<file path="src/rtl/controller_tc1_reader.sv">
// controller_tc1_reader: free-running SPI master for thermocouple channel 1.
// Every SAMPLE_PERIOD clocks it reads one 32-bit MAX31855-format frame and
// publishes a packed 25-bit status word with a 7-bit sequence number.
// Optional feature macro: CONTROLLER_TC1_FAULT_HOLD_EN. When it is defined,
// a faulted frame (F[16]=1) keeps the previous temperature field.
module controller_tc1_reader #(
    parameter int CLK_DIV       = 25,
    parameter int SAMPLE_PERIOD = 5000000
) (
    input  logic        clk,
    input  logic        reset_n,
    input  logic        spi_miso,
    output logic        spi_sck,
    output logic        spi_cs_n,
    output logic [24:0] status_out,
    output logic        sample_strobe
);

    localparam int PW = (SAMPLE_PERIOD > 1) ? $clog2(SAMPLE_PERIOD) : 1;
    localparam int DW = $clog2(CLK_DIV);
    localparam logic [PW-1:0] PER_LAST = PW'(SAMPLE_PERIOD - 1);
    localparam logic [DW-1:0] DIV_LAST = DW'(CLK_DIV - 1);

    localparam logic [2:0] S_IDLE   = 3'd0;
    localparam logic [2:0] S_SETUP  = 3'd1;
    localparam logic [2:0] S_SHIFT  = 3'd2;
    localparam logic [2:0] S_HOLD   = 3'd3;
    localparam logic [2:0] S_UPDATE = 3'd4;

    logic          miso_meta;
    logic          miso_sync;
    logic [PW-1:0] period_cnt;
    logic          start;
    logic [2:0]    state;
    logic [DW-1:0] div_cnt;
    logic          div_done;
    logic [4:0]    bit_cnt;
    logic [31:0]   shift_reg;
    logic [24:0]   next_status;

    // Two-flop synchronizer for the converter's asynchronous data line.
    always_ff @(posedge clk or negedge reset_n) begin
        if (!reset_n) begin
            miso_meta <= 1'b0;
            miso_sync <= 1'b0;
        end else begin
            miso_meta <= spi_miso;
            miso_sync <= miso_meta;
        end
    end

    // Free-running sample period counter; the start pulse is its last count.
    always_ff @(posedge clk or negedge reset_n) begin
        if (!reset_n)
            period_cnt <= '0;
        else if (period_cnt == PER_LAST)
            period_cnt <= '0;
        else
            period_cnt <= period_cnt + PW'(1);
    end

    assign start    = (period_cnt == PER_LAST);
    assign div_done = (div_cnt == DIV_LAST);

    // Status word built from the completed frame in shift_reg.
    always_comb begin
        next_status         = status_out;
        next_status[24:18]  = status_out[24:18] + 7'd1;
        next_status[17]     = shift_reg[2];
        next_status[16]     = shift_reg[1];
        next_status[15]     = shift_reg[0];
        next_status[14]     = shift_reg[16];
`ifdef CONTROLLER_TC1_FAULT_HOLD_EN
        if (!shift_reg[16])
            next_status[13:0] = shift_reg[31:18];
`else
        next_status[13:0]   = shift_reg[31:18];
`endif
    end

    // Frame sequencer; spi_sck doubles as the low/high phase flag in SHIFT.
    // Start pulses arriving outside IDLE are simply ignored.
    always_ff @(posedge clk or negedge reset_n) begin
        if (!reset_n) begin
            state         <= S_IDLE;
            div_cnt       <= '0;
            bit_cnt       <= '0;
            shift_reg     <= '0;
            spi_sck       <= 1'b0;
            spi_cs_n      <= 1'b1;
            status_out    <= '0;
            sample_strobe <= 1'b0;
        end else begin
            sample_strobe <= 1'b0;
            case (state)
                S_IDLE: begin
                    if (start) begin
                        state    <= S_SETUP;
                        spi_cs_n <= 1'b0;
                        div_cnt  <= '0;
                    end
                end
                S_SETUP: begin
                    if (div_done) begin
                        state   <= S_SHIFT;
                        div_cnt <= '0;
                        bit_cnt <= '0;
                    end else begin
                        div_cnt <= div_cnt + DW'(1);
                    end
                end
                S_SHIFT: begin
                    if (div_done) begin
                        div_cnt <= '0;
                        if (!spi_sck) begin
                            spi_sck <= 1'b1;
                        end else begin
                            // End of high phase: capture this bit.
                            spi_sck   <= 1'b0;
                            shift_reg <= {shift_reg[30:0], miso_sync};
                            bit_cnt   <= bit_cnt + 5'd1;
                            if (bit_cnt == 5'd31)
                                state <= S_HOLD;
                        end
                    end else begin
                        div_cnt <= div_cnt + DW'(1);
                    end
                end
                S_HOLD: begin
                    if (div_done) begin
                        // CS rise, status write and strobe share this edge.
                        state         <= S_UPDATE;
                        div_cnt       <= '0;
                        spi_cs_n      <= 1'b1;
                        status_out    <= next_status;
                        sample_strobe <= 1'b1;
                    end else begin
                        div_cnt <= div_cnt + DW'(1);
                    end
                end
                S_UPDATE: begin
                    state <= S_IDLE;
                end
                default: begin
                    state <= S_IDLE;
                end
            endcase
        end
    end

endmodule
</file>
<file path="config.mk">
export PLATFORM = sky130hd
export DESIGN_NAME = controller_tc1_reader
export DESIGN_NICKNAME = d
export VERILOG_FILES = /design/src/rtl/controller_tc1_reader.sv
export SDC_FILE = /design/constraint.sdc
export NUM_CORES = 1
export LEC_CHECK = 0
export ABC_AREA = 1
export CORE_ASPECT_RATIO = 1.5
export CORE_MARGIN = 4
export CORE_UTILIZATION = 60
export DETAILED_ROUTE_END_ITERATION = 6
export HOLD_SLACK_MARGIN = 0.08
export PLACE_DENSITY = 0.93
export SLEW_MARGIN = 40
export SYNTH_ARGS = -nofsm -noshare
export SYNTH_HDL_FRONTEND = slang
export SYNTH_SLANG_ARGS = --single-unit
export TNS_END_PERCENT = 20
</file>
<file path="constraint.sdc">
create_clock -name clk -period 4.7 [get_ports clk]
set_clock_uncertainty 0.1 [all_clocks]
set_input_delay 0.705 -clock clk [delete_from_list [all_inputs] [get_ports clk]]
set_output_delay 0.705 -clock clk [all_outputs]
set_load 0.01 [all_outputs]
</file>
# == Yosys cells after proc, flatten, opt, wreduce, memory -nomap -nowiden ==
# Cells that the tools add are included.
# Widths: inputs -> output; s select.
# word_totals
register_bits,98
latchBits,0
mem_bits_rw,0
rom_bits,0
input_bits,3
output_inout_bits,28
n_memories,0
# classes
add_sub_neg,4
n_mul,0
div,0
order_cmp,0
n_eq_ne,12
n_shift,0
mux,21
bitwise,0
n_reduce_logical,12
# ops
cell,count
$mux 5,5
$add 23x1->23 const B,1
$eq 23x23->1 const B,1
$mux 23,1
$pmux 5 s2,2
$mux 3,6
$ne 2x2->1 const B,6
$pmux 3 s4,1
$add 5x1->5 const B,2
$eq 5x5->1 const B,2
$add 7x1->7 const B,1
$eq 3x2->1 const B,2
$reduce_and 2->1,3
$reduce_and 3->1,2
$reduce_and 6->1,1
$reduce_bool 2->1,3
$mux 1,5
$reduce_and 4->1,1
$eq 3x1->1 const B,1
$logic_not 3->1,1
$reduce_or 3->1,1
$pmux 1 s2,1

# == Depth between registers and ports, before layout ==
# Gate-level depths: netlist (run 1).
# depth
depth_word,5
ltp_mapped,9

# == Least setup slack after synthesis (run 1) ==
# OpenSTA, ideal clock, no wires.
# synth_timing
kind,flip-flop to flip-flop
startpoint,reg div_cnt[0]
endpoint,reg status_out[22]
arrival_time_ns,1.296
t_required_ns,4.474
slack_ns,3.178
stages_incl_launch_ff,9
n_path_buf,0
cell_sequence,dfrtp_1 inv_1 ha_1 nand2_2 nor2_8 nand3_4 nor2_4 nand3_1 xnor2_1
# synth_via
elab_chain_len,2
# synth_lines
element,line,text
start: declaration,35,logic [DW-1:0] div_cnt;
start signal: assignment,109,div_cnt <= div_cnt + DW'(1);
start signal: assignment,126,div_cnt <= div_cnt + DW'(1);
start signal: assignment,138,div_cnt <= div_cnt + DW'(1);
$eq 5x5->1,63,assign div_done = (div_cnt == DIV_LAST);
$reduce_and 2->1 (no source line),--,
end signal: assignment,135,status_out <= next_status;
end: declaration,15,"output logic [24:0] status_out,"
# Every way passes these cells.
# A chain may end at the register's enable or synchronous reset.

# == Worst setup path in the final report (run 1) ==
# layout_timing
startpoint,reg spi_cs_n
endpoint,out spi_cs_n
# layout_rtl
element,line,text
start: declaration,14,"output logic spi_cs_n,"
start signal: assignment,90,spi_cs_n <= 1'b1;
start signal: assignment,99,spi_cs_n <= 1'b0;
start signal: assignment,134,spi_cs_n <= 1'b1;
# No word-level cell between the ends.

==> summary.md, run 1 <==
| Metric | Value |
|---|---|
| Sw Ratio | 22.24% |
| Area Overhead vs Synth | 11.69% |
| CP Buf/Inv Count | 1 |
| Status | completed |
| Vias | about 3400 |
| Final #Nets | 548 |
| IO buf count | 30 |
| Cell Int Power | ~1100 uW |
| WS Path Type | reg2out |
| Max incr delay on CP | between 0.5 and 0.6 ns |
| Post-DP HPWL | roughly 6.5 mm |
| Switching pwr | 302.1 uW |
| Syn_nets | 519 |
| Detail Route Antenna Nets | 0 |
| Initial Util | 61.91% |
| Hold Fails Final Rpt | 0 |
| WL per Instance | between 10 and 15 um |
| Tcrit/Tclk final | about 48% |
| N_diodes | 0 |
| Layout cells sized above 1 | 9.191% |
| Mapped Avg Cell Area | between 8 and 9 um2 |
| CTS resizes | 0 |
| Hold Path Class | in2async |
| Fin util | between 60% and 70% |
| Max_slew headroom | 61.59% |
| Row count | 38 |
| Post-CTS Setup Bufs | 0 |
| Worst skew pair latency | around 0.37 ns |
| Comb pwr share | ~1.3% |
| Commonest non-fill, non-tap cell in the layout | nand2_1 |
| Fin crit period | between 2 and 2.5 ns |
| Routability Congestion | roughly 1.0 |
| Syn Inst Count | just over 500 |
| Drt total wl | around 9.1 mm |
| Crit-path max FO | 2 |
| Global Route Usage Sum | about 23% |
| Data arrival, critical path | 1.46 ns |
| Die Wd | about 79 um |
| Synth Warn # | 0 |
| Initial antenna violation count | 0 |
| Sequential fraction of design power | 62.1% |
| Leak Pwr | 0.002426 uW |
| Max-Cap Viols | 0 |
| Worst path required time | just under 4 ns |
| CP startpoint kind | register |
| Clock Tree Root | clkbuf_8 |
| Initial drt markers | 191 |
| Setup_tns | 0 ns |
| RSZ-0062 raised after global routing | false |
| Vias in the first global route | 3591 |
| Final Max Slew Viols | 0 |
| Sequential area share after synthesis | approximately 55% |
| Cell variety after synth | 28 |
| Mapped Area | 4474 um2 |
| Family with the most delay on the worst path | flip-flops |
| Die height | about 110 um |
| H-Tree Depth | 3 |
| Slew @ Worst Pin | roughly 0.58 ns |
| Placeable Area | between 7000 and 8000 um2 |
| Max reg flops | 32 |
| Peak Freq | 440.9 MHz |
| First-pass GRT wire length | approximately 16 mm |
| TritonCTS Buffers | 9 |
| CP endpoint kind | output pin |
| Area contributors post-synth | dfrtp_1, nand2_1, inv_1 |
| DRT Pass-1 Iters | 4 |
| Clk sinks | just under 100 |
| Clk buf depth | 2 |
| #FFs+latches synth | between 90 and 100 |
| Congestion Overflow GR | 0 |
| CP max stage cell | dfstp_2 |
| I/O Pins | 31 |
| Commonest non-fill, non-tap cells in the layout | nand2_1, dfrtp_1, inv_1 |
| Vias per std cell | ~5.3 |
| Hold_buf cts | 0 |
| Final Setup Violations | 0 |
| Yosys top cell area share | a little over half |
| Cell Pwr Density | 271.8 nW/um2 |
| Cell Chain, Critical Path | clkdlybuf4s50_1 |
| Total die area | 8931 um2 |
| Max VDD drop | 295.2 uV |
| Synth area leader | dfrtp_1 |
| TritonCTS clock tree | built |
| Clock share of power | 36.6% |
| Largest net degree at the start of global routing | 67 |
| DRC viols | 0 |
| Clock slew at reported path FFs | roughly 0.09 ns |
| Min Hold Slack | roughly 0.20 ns |
==> cell usage after synthesis, drive strengths merged <==
cell and number:
nand2 156, dfrtp 97, inv 64, nor2 51
o21ai 49, nand3 31, buf 13, xor2 13
nand4 8, ha 6, nor3 6, xnor2 6
a21oi 4, or2 3, and3 1, dfstp 1
nand3b 1
==> kinds of logic (layout without fill, tap and decap cells) <==
group | count (synthesis) | in the layout | share of synthesized area (%)
and+or+nand+nor | 257 | 257 | 26.62
DFF | 98 | 98 | 54.84
buffers and inverters | 77 | 111 | 7.215
AOI/OAI and AO/OA | 53 | 53 | 5.928
xor gates and xnor gates | 19 | 19 | 3.719
adders and majority gates | 6 | 6 | 1.678
==> final timing paths <==
check | start | end | slack (ns) | cells after the start
worst max register to register | div_cnt[0] | shift_reg[18] | 2.50 | 8
max in group asynchronous | reset_n | shift_reg[14] | 3.44 | 2
worst min register to register | miso_meta | miso_sync | 0.26 | 0
min in group clk | miso_meta | miso_sync | 0.26 | 0
worst min-delay path | reset_n | period_cnt[4] | 0.20 | 1
worst max-delay path | spi_cs_n | spi_cs_n | 2.43 | 1
==> power groups by stage <==
stage | registers, uW | clock network (uW) | logic [uW]
floorplan | 860 | 0 | 0.000914
global placement | 860 | 0 | 18.2
detailed placement | 860 | 0 | 18.8
CTS | 843 | 504 | 18.6
global route | 844 | 542 | 21.3
finish | 843 | 497 | 17.6
==> area by class of cell <==
class | instances | area [um2]
Clock buffer | 13 | 148.9
Inverter | 64 | 240.2
Fill cell | 546 | 2230
Sequential cell | 98 | 2454
Timing Repair Buffer | 31 | 309.0
Tap cell | 100 | 125.1
Clock inverter | 3 | 22.52
Multi-Input combinational cell | 335 | 1698
==> metal layers <==
layer / GRT usage [%] / vias up / wire (um)
met5: 0 / - / 0
met4: 14.82 / 0 / 460
met3: 4.344 / 35 / 313
met2: 39.71 / 87 / 4753
met1: 26.09 / 1648 / 3537
li1: - / 1643 / -
==> per-stage QoR <==
stage	worst slack, ns	std cells	power, uW	instance area [um2]
6_report	2.432	644	1358	4997
5_1_grt	2.277	644	1407	4997
4_1_cts	2.420	644	1366	4994
3_5_place_dp	2.512	628	879.0	4822
3_3_place_gp	2.586	628	878.4	4822
2_1_floorplan	3.178	510	860.4	4474
(Power assumes the default switching activity.)
==> run 2: changes to the inputs <==
- CORE_UTILIZATION: 60 -> 53
- PLACE_DENSITY: 0.93 -> 0.88
- clock period: 4.7 -> 2 ns (I/O delays scaled with it)
==> run 2 against run 1 <==
Via count decreased by 0.91%. Setup slack got worse by 2.3 ns. Flip-flop and latch count is the same. Sequential share of layout area decreased by 1.8 points. Critical path type is now reg2reg. Design area up 3.8%. Utilization shrank 5.2 points. Total power rose to 2.7 times the previous value. Largest power group unchanged.
==> summary.md, run 2 (same netlist as run 1, synthesis figures left out) <==
| Metric | Value |
|---|---|
| Peak Freq | roughly 540 MHz |
| Crit-path max FO | 22 (+20) |
| Post-CTS Setup Bufs | 0 (unchanged) |
| Commonest non-fill, non-tap cell in the layout | nand2_1 |
| Slew @ Worst Pin | 0.3416 ns (-0.2346 ns) |
| WL per Instance | 13.59 um (-3.5%) |
| Filler cells | 664 (+22%) |
| Global Route Usage Sum | 19.33% (-3.8 points) |
| Max VDD drop | 626.2 uV (+110%) |
| Final Setup Violations | 0 (unchanged) |
| Worst hold path depth | 0 |
| DRC viols | 0 (unchanged) |
| Leak Pwr | 0.002514 uW (+3.6%) |
| Clk buf depth | 2 (unchanged) |
| H-Tree Depth | 3 (unchanged) |
| Drt total wl | 8.887 mm (-2.0%) |
| Detail Route Antenna Nets | 0 (unchanged) |
| Worst Reg-to-Reg Cells | 8 (unchanged) |
| Die height | 120.5 um (+6.0%) |
| Clock Tree Root | clkbuf_16 |
| RSZ-0062 raised after global routing | false |
| IO buf count | 30 (unchanged) |
| Initial drt markers | 181 (-5.2%) |
| WS Path Type | reg2reg |
| Max reg flops | 32 (unchanged) |
| Row count | 40 (+5.3%) |
| Status | completed |
| Layout cells sized above 1 | 10.38% (+1.2 points) |
| N_diodes | 0 (unchanged) |
| Max-Cap Viols | 0 (unchanged) |
| Placed Cells | 637 (+1.4%) |
| Worst reg2reg setup slack | 0.16 ns (-2.34 ns) |
| TritonCTS clock tree | built |
| Post-DP HPWL | 6.234 mm (-4.7%) |
| Data arrival, critical path | 2.00 ns (+0.54 ns) |
| Hold Path Class | reg2reg |
| Placeable Area | 8108 um2 (+12%) |
| Fin crit period | ~1.8 ns |
| Final #Nets | 553 (+0.91%) |
| Reg-to-reg endpoint | shift_reg[18] |
| Area Overhead vs Synth | 15.94% |
| Vias per std cell | 5.171 (-2.4%) |
| Place WS | 0.1922 ns (-2.320 ns) |
| Worst Hold Launch | miso_meta |
| Worst skew pair latency | 0.34 ns (-0.03 ns) |
| Routability Congestion | 0.9075 (-8.9%) |
| Worst path required time | 2.16 ns (-1.73 ns) |
| Clk sinks | 98 (unchanged) |
| Setup_tns | 0 ns (unchanged) |
| Cell Pwr Density | 708.1 nW/um2 (+160%) |
| DRT Pass-1 Iters | 5 (+1) |
| I/O Pins | 31 (unchanged) |
| Max_slew headroom | 77.19% (+16 points) |
| Total die area | 10010 um2 (+12%) |
| Final Max Slew Viols | 0 (unchanged) |
| Initial antenna violation count | 0 (unchanged) |
| Reg2reg start | div_cnt[0] |
| CP endpoint kind | register |
| Commonest non-fill, non-tap cells in the layout | nand2_1, dfrtp_1, inv_1 |
| Vias | 3382 (-0.91%) |
| CP startpoint kind | register |
| Largest net degree at the start of global routing | 42 (-37%) |
| Congestion Overflow GR | 0 (unchanged) |
| Die Wd | 83.02 um (+5.7%) |
| TritonCTS Buffers | 9 (unchanged) |
| Hold Fails Final Rpt | 0 (unchanged) |
| Clock slew at reported path FFs | 0.07 ns (-0.02 ns) |
| Initial Util | 55.19% (-6.7 points) |
| First-pass GRT wire length | 15.78 mm (-1.3%) |
| Vias in the first global route | 3469 (-3.4%) |
| Worst Slack Setup Final | 0.1632 ns (-2.269 ns) |
| Final non-filler cell total | 654 (+1.6%) |
| Hold Path End | miso_sync |
| Tcrit/Tclk final | 91.84% |
[run 2: critical path, cell delays in order (launching register included)]
cell	delay [ns]
dfrtp_1	0.42
inv_1	0.07
ha_1	0.15
nand2_2	0.09
nor2_8	0.18
nand3_4	0.21
inv_2	0.34
nand2_1	0.09
o21ai_1	0.10
[run 2: report_power, final]
| group | switching (uW) | total, uW | internal (uW) |
|---|---|---|---|
| Combinational | 38.3 | 49.1 | 10.8 |
| Clock | 776 | 1640 | 864 |
| Sequential | 0.621 | 1980 | 1980 |
| Total | 815 | 3670 | 2860 |
[run 2: what timing repair did]
item                                   CTS  global route
endpoints found under the hold margin   22             0
setup endpoints to repair                0             1
gates resized for setup                  0             1
hold buffers                             1             0
[run 2: cell type report]
type	instances	area, um2	share of cell area [%]
Timing Repair Buffer	36	374.1	7.212
Clock buffer	9	225.2	4.342
Inverter	64	240.2	4.631
Multi-Input combinational cell	335	1698	32.73
Tap cell	105	131.4	2.533
Clock inverter	7	65.06	1.254
Sequential cell	98	2454	47.30
[run 2: per-stage QoR]
step	instance area, um2	util (%)	total power [uW]	hold slack (ns)
after CTS	5184	63.94	3696	0.2667
after global placement	4883	60.23	2071	0.1133
after global routing	5187	63.98	3785	0.2687
final	5187	63.98	3673	0.2673
after detailed placement	4883	60.23	2072	0.1165
after floorplan	4474	-	2022	-0.09559
[run 2: routing by layer]
metal / share of wire (%) / GRT usage (%) / up-vias
li1: - / - / 1657
met1: 42 / 23.36 / 1620
met2: 51 / 33.53 / 80
met3: 3.9 / 3.817 / 25
met4: 2.6 / 8.282 / 0
met5: 0 / 0 / -
[run 2: how the worst max path moves through the flow]
stage,from,to,slack (ns)
floorplan,div_cnt[0],status_out[22],0.48
detailed placement,div_cnt[0],shift_reg[30],0.19
finish,div_cnt[0],shift_reg[18],0.16
CTS,div_cnt[0],shift_reg[30],0.13
global placement,div_cnt[0],shift_reg[27],0.26
global route,div_cnt[0],bit_cnt[0],0.02
==> run 3: changes to the inputs <==
- MAX_ROUTING_LAYER: not set -> met4
==> run 3 against run 2 <==
Utilization rose by 0.11 points. Design area rose by 0.17%. Highest routed layer unchanged. Largest power group unchanged. First-iteration DRC count is 3.9% lower. Setup slack better by 0.019 ns. Fmax up 1.1%.
==> summary.md, run 3 (same netlist as run 1, synthesis figures left out) <==
| Metric | Value |
|---|---|
| Vias in the first global route | 3389 (-2.3%) |
| Worst reg2reg setup slack | 0.19 ns (+0.03 ns) |
| N_diodes | 0 (unchanged) |
| Initial antenna violation count | 0 (unchanged) |
| Drt total wl | 8.890 mm (about the same) |
| DRC viols | 0 (unchanged) |
| Clock Tree Root | clkbuf_16 |
| Initial Util | 55.19% (unchanged) |
| Commonest non-fill, non-tap cell in the layout | nand2_1 |
| Clk buf depth | 2 (unchanged) |
| IO buf count | 30 (unchanged) |
| H-Tree Depth | 3 (unchanged) |
| Max VDD drop | 858.5 uV (+37%) |
| Hold Path Class | reg2reg |
| Worst Reg-to-Reg Cells | 8 (unchanged) |
| Data arrival, critical path | 1.42 ns (-0.58 ns) |
| Reg-to-reg endpoint | shift_reg[2] |
| Row count | 40 (unchanged) |
| Detail Route Antenna Nets | 0 (unchanged) |
| Max incr delay on CP | 0.54 ns (+0.12 ns) |
| Cell Pwr Density | 723.9 nW/um2 (+2.2%) |
| Placeable Area | 8108 um2 (unchanged) |
| Total die area | 10010 um2 (unchanged) |
| Commonest non-fill, non-tap cells in the layout | nand2_1, dfrtp_1, inv_1 |
| Fin util | 64.09% (+0.11 points) |
| Max-Cap Viols | 0 (unchanged) |
| TritonCTS clock tree | built |
| Routability Congestion | 0.9212 (+1.5%) |
| DRT Pass-1 Iters | 5 (unchanged) |
| Slew @ Worst Pin | 0.5775 ns (+0.2359 ns) |
| CP endpoint kind | output pin |
| Tcrit/Tclk final | 90.87% (-0.97 points) |
| Vias per std cell | 5.118 (-1.0%) |
| Die Wd | 83.02 um (unchanged) |
| Setup_tns | 0 ns (unchanged) |
| Post-DP HPWL | 6.260 mm (+0.42%) |
| Hold Fails Final Rpt | 0 (unchanged) |
| Reg2reg start | div_cnt[0] |
| Worst skew pair latency | 0.34 ns (about the same) |
| Critical Path Start | spi_cs_n |
| Placed Area | 4883 um2 (unchanged) |
| Family with the most delay on the worst path | flip-flops |
| Final Max Slew Viols | 0 (unchanged) |
| TritonCTS Buffers | 9 (unchanged) |
| Status | completed |
| Vias | 3347 (-1.0%) |
| Global Route Usage Sum | 19.75% (+0.42 points) |
| CP startpoint kind | register |
| Final #Nets | 553 (unchanged) |
| Peak Freq | 550.2 MHz (+1.1%) |
| RSZ-0062 raised after global routing | false |
| Clk sinks | 98 (unchanged) |
| Max reg flops | 32 (unchanged) |
| CP Buf/Inv Count | 1 (-1) |
| Final Setup Violations | 0 (unchanged) |
| Cell Chain, Critical Path | clkdlybuf4s50_1 |
| Leak Pwr | 0.002513 uW (about the same) |
| Initial drt markers | 174 (-3.9%) |
| Area Overhead vs Synth | 16.14% |
| Crit-path max FO | 2 (-91%) |
| CP max stage cell | dfstp_2 |
| Cell area after layout | 5196 um2 (+0.17%) |
| Max_slew headroom | 61.50% (-16 points) |
| Layout cells sized above 1 | 10.02% (-0.36 points) |
| Clock slew at reported path FFs | 0.07 ns (about the same) |
| WP depth | 1 (-7) |
| WL per Instance | 13.59 um (about the same) |
| Congestion Overflow GR | 0 (unchanged) |
| Critical path endpoint | spi_cs_n |
| Worst path required time | 1.60 ns (-0.56 ns) |
| Largest net degree at the start of global routing | 45 (+7.1%) |
| Min Hold Slack | 0.2536 ns (-0.01365 ns) |
| Power Total | 3762 uW (+2.4%) |
| Die height | 120.5 um (unchanged) |
| Fin crit period | 1.817 ns (-0.01946 ns) |
| First-pass GRT wire length | 15.48 mm (-1.9%) |
| WS Path Type | reg2out |
| I/O Pins | 31 (unchanged) |
run 3: cell count changes in the layout (fill, tap and decap cells not counted):
cell / before / now
bufinv_16: 0 / 1
clkinvlp_4: 0 / 1
clkbuf_8: 0 / 1
clkinv_8: 1 / 0
inv_6: 1 / 0
clkinv_4: 4 / 1
clkinv_2: 1 / 2
clkbuf_1: 0 / 2
inv_2: 8 / 7
run 3: metal layers:
metal | share of wire [%] | up-vias | routed length, um | GRT usage (%)
met1 | 44 | 1594 | 3904 | 22.94
li1 | - | 1659 | - | -
met5 | 0 | - | 0 | -
met2 | 51 | 74 | 4513 | 32.98
met3 | 3.2 | 20 | 283 | 4.567
met4 | 2.1 | 0 | 189 | 8.384
run 3: per-stage QoR:
stage	setup WS (ns)	std cells
after floorplan	0.4779	510
after global placement	0.2524	637
after detailed placement	0.1571	637
after CTS	0.1333	654
after global routing	0.06569	654
final	0.1826	654
run 3: layout make-up:
class / count / area (um2)
Clock buffer: 12 / 246.5
Clock inverter: 4 / 51.30
Sequential cell: 98 / 2454
Fill cell: 670 / 2912
Inverter: 64 / 241.5
Multi-Input combinational cell: 335 / 1698
Timing Repair Buffer: 36 / 374.1
Tap cell: 105 / 131.4
run 3: timing repair:
action                     in CTS  in global routing
gates resized for setup         0                  2
setup endpoints to repair       0                  2
buffers inserted                0                  0
hold endpoints to repair       40                  0
hold buffers                    1                  0
run 3: worst reg2reg max path: cells and delay by family (launching register included):
| kind | cells | cell delay (ns) |
|---|---|---|
| AOI/OAI and AO/OA | 1 | 0.08 |
| adders and majority gates | 1 | 0.15 |
| buffers and inverters | 2 | 0.34 |
| DFF | 1 | 0.43 |
| and+or+nand+nor | 4 | 0.60 |
run 3: report_power, final:
part	switching (uW)	internal, uW
sequential	0.594	1980
combinational	38.8	10.7
clock	723	1000
run 3: worst min path at each step:
stage | startpoint | to | slack (ns) | cells after the start
after floorplan | reset_n | bit_cnt[0] | -0.1 | 0
after global placement | reset_n | period_cnt[13] | 0.22 | 1
after detailed placement | reset_n | period_cnt[13] | 0.23 | 1
after CTS | miso_meta | miso_sync | 0.26 | 0
after global routing | miso_meta | miso_sync | 0.27 | 0
final | miso_meta | miso_sync | 0.25 | 0
